$ cat src/rtl/pkt_pkg.sv
// pkt_pkg
// Shared types and defaults for the packet link arbiter.
//   ID_W, FLIT_W    : widths taken from the global PKT_ID_W / PKT_FLIT_W defines
//   N_PORT_DEF      : default number of inbound link ports
//   STARVE_LIM_DEF  : default QoS grants allowed while a non-QoS head waits
//   pkt_t           : one packet (qos, ptype, src, tgt, data)
`ifndef PKT_ID_W
`define PKT_ID_W 4
`endif
`ifndef PKT_FLIT_W
`define PKT_FLIT_W 32
`endif

package pkt_pkg;

  localparam int ID_W           = `PKT_ID_W;
  localparam int FLIT_W         = `PKT_FLIT_W;
  localparam int N_PORT_DEF     = 7;
  localparam int STARVE_LIM_DEF = 8;

  // "type" is a keyword, so the packet type field is called ptype
  typedef struct packed {
    logic              qos;
    logic [1:0]        ptype;
    logic [ID_W-1:0]   src;
    logic [ID_W-1:0]   tgt;
    logic [FLIT_W-1:0] data;
  } pkt_t;

endpackage

$ cat src/rtl/pkt_fifo2.sv
// pkt_fifo2
// Two-entry packet FIFO used once per inbound link port.
//   clk, rst_n  : clock, asynchronous active-low reset
//   push_i      : offer pkt_i; taken only while notFull_o is high
//   pkt_i       : packet to write
//   pop_i       : remove the head; ignored when empty
//   head_o      : packet at the head of the FIFO
//   empty_o     : FIFO holds no packet
//   notFull_o   : registered space-available flag (used directly as in_rdy)
module pkt_fifo2
  import pkt_pkg::*;
(
  input  logic clk,
  input  logic rst_n,
  input  logic push_i,
  input  pkt_t pkt_i,
  input  logic pop_i,
  output pkt_t head_o,
  output logic empty_o,
  output logic notFull_o
);

  pkt_t       mem_q [2];
  logic       wrPtr_q;
  logic       rdPtr_q;
  logic [1:0] count_q;
  logic [1:0] count_d;
  logic       notFull_q;
  logic       doPush;
  logic       doPop;

  assign doPush = push_i && notFull_q;
  assign doPop  = pop_i && (count_q != 2'd0);

  // a simultaneous push and pop leaves the occupancy unchanged
  always_comb begin
    count_d = count_q;
    case ({doPush, doPop})
      2'b10:   count_d = count_q + 2'd1;
      2'b01:   count_d = count_q - 2'd1;
      default: count_d = count_q;
    endcase
  end

  // notFull is computed from the next occupancy so the ready flag is a
  // plain flop with no path from the downstream ready
  always_ff @(posedge clk or negedge rst_n) begin
    if (!rst_n) begin
      mem_q[0]  <= '0;
      mem_q[1]  <= '0;
      wrPtr_q   <= 1'b0;
      rdPtr_q   <= 1'b0;
      count_q   <= 2'd0;
      notFull_q <= 1'b1;
    end else begin
      if (doPush) begin
        mem_q[wrPtr_q] <= pkt_i;
        wrPtr_q        <= ~wrPtr_q;
      end
      if (doPop) begin
        rdPtr_q <= ~rdPtr_q;
      end
      count_q   <= count_d;
      notFull_q <= (count_d != 2'd2);
    end
  end

  assign head_o    = mem_q[rdPtr_q];
  assign empty_o   = (count_q == 2'd0);
  assign notFull_o = notFull_q;

endmodule

$ cat src/rtl/pkt_link_arb.sv
// pkt_link_arb
// Merges N_PORT inbound packet links into one output register stage.
// Each port is buffered by a pkt_fifo2; QoS heads win over plain heads,
// round-robin inside the chosen class, with a starvation limit that forces
// a plain grant after STARVE_LIM consecutive QoS grants.
//   clk, rst_n                         : clock, asynchronous active-low reset
//   in_vld/in_rdy                      : per-port handshake (in_rdy registered)
//   in_qos/in_type/in_src/in_tgt/in_data : per-port packed packet fields
//   out_vld/out_rdy                    : merged output handshake
//   out_qos/out_type/out_src/out_tgt/out_data : merged packet fields
//   out_port                           : port the current output packet came from
module pkt_link_arb
  import pkt_pkg::*;
#(
  parameter int N_PORT     = N_PORT_DEF,
  parameter int STARVE_LIM = STARVE_LIM_DEF
) (
  input  logic                     clk,
  input  logic                     rst_n,
  input  logic [N_PORT-1:0]        in_vld,
  output logic [N_PORT-1:0]        in_rdy,
  input  logic [N_PORT-1:0]        in_qos,
  input  logic [2*N_PORT-1:0]      in_type,
  input  logic [ID_W*N_PORT-1:0]   in_src,
  input  logic [ID_W*N_PORT-1:0]   in_tgt,
  input  logic [FLIT_W*N_PORT-1:0] in_data,
  output logic                     out_vld,
  input  logic                     out_rdy,
  output logic                     out_qos,
  output logic [1:0]               out_type,
  output logic [ID_W-1:0]          out_src,
  output logic [ID_W-1:0]          out_tgt,
  output logic [FLIT_W-1:0]        out_data,
  output logic [2:0]               out_port
);

  localparam int STARVE_W = $clog2(STARVE_LIM + 1);

  pkt_t                inPkt   [N_PORT];
  pkt_t                headPkt [N_PORT];
  logic [N_PORT-1:0]   fifoEmpty;
  logic [N_PORT-1:0]   fifoPop;
  logic [N_PORT-1:0]   headQos;
  logic [N_PORT-1:0]   nonEmpty;
  logic [N_PORT-1:0]   qosReq;
  logic [N_PORT-1:0]   plainReq;
  logic [N_PORT-1:0]   cand;
  logic                starveForce;
  logic                loadOut;
  logic                found;
  logic [2:0]          grantIdx;

  logic                outVld_q;
  pkt_t                outPkt_q;
  logic [2:0]          outPort_q;
  logic [2:0]          rrPtr_q;
  logic [STARVE_W-1:0] starveCnt_q;
  logic [STARVE_W-1:0] starveCnt_d;

  always_comb begin
    for (int i = 0; i < N_PORT; i++) begin
      inPkt[i].qos   = in_qos[i];
      inPkt[i].ptype = in_type[2*i +: 2];
      inPkt[i].src   = in_src[ID_W*i +: ID_W];
      inPkt[i].tgt   = in_tgt[ID_W*i +: ID_W];
      inPkt[i].data  = in_data[FLIT_W*i +: FLIT_W];
      headQos[i]     = headPkt[i].qos;
    end
  end

  for (genvar g = 0; g < N_PORT; g++) begin : gFifo
    pkt_fifo2 uFifo (
      .clk       (clk),
      .rst_n     (rst_n),
      .push_i    (in_vld[g]),
      .pkt_i     (inPkt[g]),
      .pop_i     (fifoPop[g]),
      .head_o    (headPkt[g]),
      .empty_o   (fifoEmpty[g]),
      .notFull_o (in_rdy[g])
    );
  end

  assign nonEmpty    = ~fifoEmpty;
  assign qosReq      = nonEmpty & headQos;
  assign plainReq    = nonEmpty & ~headQos;
  assign starveForce = (starveCnt_q == STARVE_W'(STARVE_LIM)) && (|plainReq);
  assign cand        = starveForce ? plainReq : ((|qosReq) ? qosReq : nonEmpty);
  assign loadOut     = (!outVld_q || out_rdy) && (|nonEmpty);

  // round-robin search starts one past the last granted port
  always_comb begin
    found    = 1'b0;
    grantIdx = 3'd0;
    for (int k = 1; k <= N_PORT; k++) begin
      if (!found && cand[(int'(rrPtr_q) + k) % N_PORT]) begin
        found    = 1'b1;
        grantIdx = 3'((int'(rrPtr_q) + k) % N_PORT);
      end
    end
  end

  always_comb begin
    for (int i = 0; i < N_PORT; i++) begin
      fifoPop[i] = loadOut && (grantIdx == 3'(i));
    end
  end

  // counts QoS grants taken past a waiting plain head; any plain grant or
  // the absence of a waiting plain head restarts the count
  always_comb begin
    starveCnt_d = starveCnt_q;
    if (!(|plainReq)) begin
      starveCnt_d = '0;
    end else if (loadOut) begin
      starveCnt_d = headPkt[grantIdx].qos ? (starveCnt_q + STARVE_W'(1)) : '0;
    end
  end

  // output fields keep their value while stalled or idle; only a load changes them
  always_ff @(posedge clk or negedge rst_n) begin
    if (!rst_n) begin
      outVld_q    <= 1'b0;
      outPkt_q    <= '0;
      outPort_q   <= 3'd0;
      rrPtr_q     <= 3'(N_PORT - 1);
      starveCnt_q <= '0;
    end else begin
      starveCnt_q <= starveCnt_d;
      if (loadOut) begin
        outVld_q  <= 1'b1;
        outPkt_q  <= headPkt[grantIdx];
        outPort_q <= grantIdx;
        rrPtr_q   <= grantIdx;
      end else if (out_rdy) begin
        outVld_q <= 1'b0;
      end
    end
  end

  assign out_vld  = outVld_q;
  assign out_qos  = outPkt_q.qos;
  assign out_type = outPkt_q.ptype;
  assign out_src  = outPkt_q.src;
  assign out_tgt  = outPkt_q.tgt;
  assign out_data = outPkt_q.data;
  assign out_port = outPort_q;

endmodule

$ cat config.mk
export PLATFORM = sky130hd
export DESIGN_NAME = pkt_link_arb
export DESIGN_NICKNAME = d
export VERILOG_FILES = /design/src/rtl/pkt_pkg.sv /design/src/rtl/pkt_fifo2.sv /design/src/rtl/pkt_link_arb.sv
export SDC_FILE = /design/constraint.sdc
export NUM_CORES = 1
export LEC_CHECK = 0
export ABC_CLOCK_PERIOD_IN_PS = 12260
export CAP_MARGIN = 40
export CORE_UTILIZATION = 40
export CTS_CLUSTER_DIAMETER = 40
export CTS_CLUSTER_SIZE = 20
export DETAILED_ROUTE_END_ITERATION = 8
export PLACE_DENSITY = 0.57
export SYNTH_ARGS = -nofsm -noshare
export SYNTH_HDL_FRONTEND = slang
export SYNTH_SLANG_ARGS = --single-unit
$ cat constraint.sdc
create_clock -name clk -period 12.26 [get_ports clk]
set_input_delay 1.839 -clock clk [delete_from_list [all_inputs] [get_ports clk]]
set_output_delay 1.839 -clock clk [all_outputs]
set_load 0.01 [all_outputs]
==> summary.md <==
| Metric | Value |
|---|---|
| Syn avg cell area | 12.92 sq um |
| Root buf cell | clkbuf_16 |
| Placed Area | 0.03838 sq mm |
| Post-synthesis sequential area ratio | 51.53% |
| Detail Route Antenna Nets | 0 |
| Crit path max fanout | 39 |
| GR Overflow Total | 0 |
| Crit Path Category | reg2reg |
| Placed cells | about 3900 |
| Top FF cell, synth | dfrtp_1 |
| GR peak layer | met2 |
| Async SR Flop Fraction | between 90% and 100% |
| Max Transition Viols Final | 0 |
| Headroom to the max-slew limit | 31.31% |
| Met3 usage | under 10% |
| GPL Wtd Cong | roughly 0.87 |
| Total Wirelength | 106400 microns |
| Reg clk slew, reported paths | about 50 ps |
| EDFF count, synth | 0 |
| Num Clock Sinks | 690 |
| Synth Instances | 2596 |
| First-pass GRT wire length | 158800 microns |
| Port bufs | 364 |
| CTS resizes | 0 |
| Total I/O pin count | roughly 370 |
| Net count after synthesis | between 2000 and 3000 |
| Period utilisation layout | 64.89% |
| Via Count | ~23000 |
| Setup crit start kind | flip-flop |
| Final setup viols | 0 |
| Critical Path AT | about 8500 ps |
| Hold-fix buffers, CTS | 0 |
| Cell Area, Synth | roughly 0.034 sq mm |
| Final hold violation count | 0 |
| Maximum clock path buffer count | 3 |
| Starting Density | around two fifths |
| Largest net degree at the start of global routing | around 180 |
| Initial antenna violation count | 9 |
| Critical Path RT | ~13000 ps |
| Final setup skew | 45.23 ps |
| Post-CTS setup buffer count | 0 |
| Area Overhead vs Synth | 27.25% |
| CP endpoint kind | flip-flop |
| Clock Latency Late Sink | around 670 ps |
| H-tree levels | 3 |
| Num CTS Buffers | approximately 120 |
| Number of distinct library cells after synthesis | 79 |
| # DRC | 0 |
| Gr usage total | 25.11% |
| TritonRoute pass-1 iters | 7 |
| FP Rows | between 100 and 150 |
| Initial DRC Count | between 1000 and 1500 |
| Layout cells sized above 1 | roughly a third |
| Actual slew at the worst max-slew pin | between 1000 and 1500 ps |
| Layout Utilization | 51.72% |
| Fmax | between 100 and 150 MHz |
| Die Area | 0.08499 sq mm |
| Avg WL per Cell | about 26 microns |
| TritonCTS clock tree | yes |
| DP HPWL | 75740 microns |
| Layout Cells excl Fill | about 4100 |
| Setup_tns | 0 ps |
| Core Area | between 0.08 and 0.09 sq mm |
| Hold/Removal Path Class | reg2reg |
| Synthesis Warnings | 0 |
| # nets final | about 3300 |
| Via/cell ratio | 5.462 |
| Grt met1 use | approximately a third |
| Final Cell Area | ~0.043 sq mm |
| Die Wd | 291.5 microns |
| Die height | roughly 290 microns |
| GR Util met2 | 43.55% |
| Maxcap violations | 0 |
| Final Critical Period | a little under 8000 ps |
| RSZ-0062 raised after global routing | no |
| Status | finished, final reports clean |
| Vias in the first global route | approximately 24000 |
| Yosys reg bits | just under 700 |
==> worst max-delay path, cell delays in order (launching register included) <==
cell	delay, ps
dfrtp_1	310
buf_4	290
clkinv_1	370
ha_1	420
xor2_2	310
inv_2	130
ha_1	200
ha_1	250
a31oi_1	220
xnor2_1	220
ha_1	320
a211o_1	220
nand2_1	120
xnor2_1	370
mux2_2	380
o2bb2a_1	320
nand2_1	140
nand3_2	220
a311o_1	380
nand2_2	340
buf_4	620
nand2b_1	580
o22ai_1	700
a311oi_1	150
a21o_1	210
==> logic make-up (layout without fill, tap and decap cells) <==
kind of cell | after synthesis | count (layout) | synth area share (%)
AOI/OAI and AO/OA | 304 | 304 | 6.269
other | 0 | 4 | 0
muxes | 1014 | 1014 | 33.05
buffers and inverters | 188 | 646 | 2.287
adders and majority gates | 29 | 29 | 1.082
xor gates and xnor gates | 51 | 51 | 1.377
DFF | 690 | 690 | 51.53
and+or+nand+nor | 320 | 320 | 4.407
==> worst paths after layout <==
path / cells past startpoint / from / to / slack [ps]
worst min-delay path: 1 / out_data[5] / out_data[5] / 480
worst max-delay path: 24 / out_port[0] / out_data[27] / 4300
min in group asynchronous: 1 / rst_n / gFifo[2].uFifo.mem_q[59] / 1220
worst max register to register: 24 / out_port[0] / out_data[27] / 4300
worst min register to register: 1 / out_data[5] / out_data[5] / 480
max in group asynchronous: 4 / rst_n / gFifo[1].uFifo.notFull_o / 8940
==> routing by layer <==
layer / routed length [microns] / vias up
met5: 37 / -
met4: 3191 / 8
met3: 4803 / 129
met2: 53840 / 482
met1: 44480 / 11715
li1: - / 10214
==> through the flow <==
| stage | setup WS [ps] | hold slack, ps |
|---|---|---|
| global route | 3854 | 497.7 |
| global placement | 4594 | 466.4 |
| detailed placement | 4419 | 466.4 |
| CTS | 4400 | 484.3 |
| floorplan | 6071 | 460.6 |
| finish | 4305 | 481.3 |
==> sequential cells by signal, summed over array words and instances (netlist names) <==
signal and cells:
gFifo.uFifo.mem_q 602, gFifo.uFifo.notFull_o 7, out_type 2, out_qos 1, out_port 3, starveCnt_q 4, out_src 4, gFifo.uFifo.rdPtr_q 7
rrPtr_q 2, gFifo.uFifo.count_q 14, gFifo.uFifo.wrPtr_q 7, out_tgt 4, out_vld 1, out_data 32
==> final cells by class <==
class	instances	area [sq um]
clock buffer	154	3327
antenna	4	10.01
timing repair buffer	407	4136
tap	1070	1339
clock inverter	66	939.7
sequential	690	17290
fill	7074	39840
multi-input combinational	1718	15560
inverter	19	71.32
==> synth_stat cells (all sizes together), types with 8 or more instances <==
| cell | count | area share [%] |
|---|---|---|
| mux2 | 722 | 24 |
| dfrtp | 681 | 51 |
| mux2i | 291 | 8.7 |
| nand2 | 135 | 1.5 |
| clkbuf | 110 | 1.2 |
| nor2 | 75 | 0.85 |
| o21ai | 65 | 0.97 |
| buf | 59 | 0.84 |
| o22ai | 51 | 1.0 |
| o211ai | 44 | 0.99 |
| a21oi | 43 | 0.64 |
| xnor2 | 30 | 0.81 |
| ha | 29 | 1.1 |
| nand3 | 25 | 0.40 |
| a21o | 23 | 0.51 |
| xor2 | 21 | 0.57 |
| inv | 18 | 0.20 |
| a311oi | 17 | 0.44 |
| or2 | 17 | 0.32 |
| nand4 | 16 | 0.30 |
| nand2b | 12 | 0.22 |
| a31oi | 10 | 0.21 |
| dfstp | 9 | 0.71 |
| nor3 | 8 | 0.12 |
==> placed cells by master, fill, tap and decap left out, drive strengths merged, types with 5 or more instances in the layout <==
cell type,n
buf,44
o211ai,44
nor2b,5
nor2,75
mux2,722
a211oi,6
xnor2,30
mux2i,291
nand2b,12
or2,17
clkbuf,154
a21oi,43
inv,28
dfrtp,681
ha,29
clkinvlp,11
clkdlybuf4s50,363
o21ai,65
xor2,21
a311oi,17
o22ai,51
bufinv,17
nand3,25
clkinv,29
a31oi,10
nand2,135
dfstp,9
nor3,8
and3,5
nand4,16
a21o,23
Power is not shown: default switching activity piles up to over one toggle a cycle in this logic, so the estimate is an artifact.
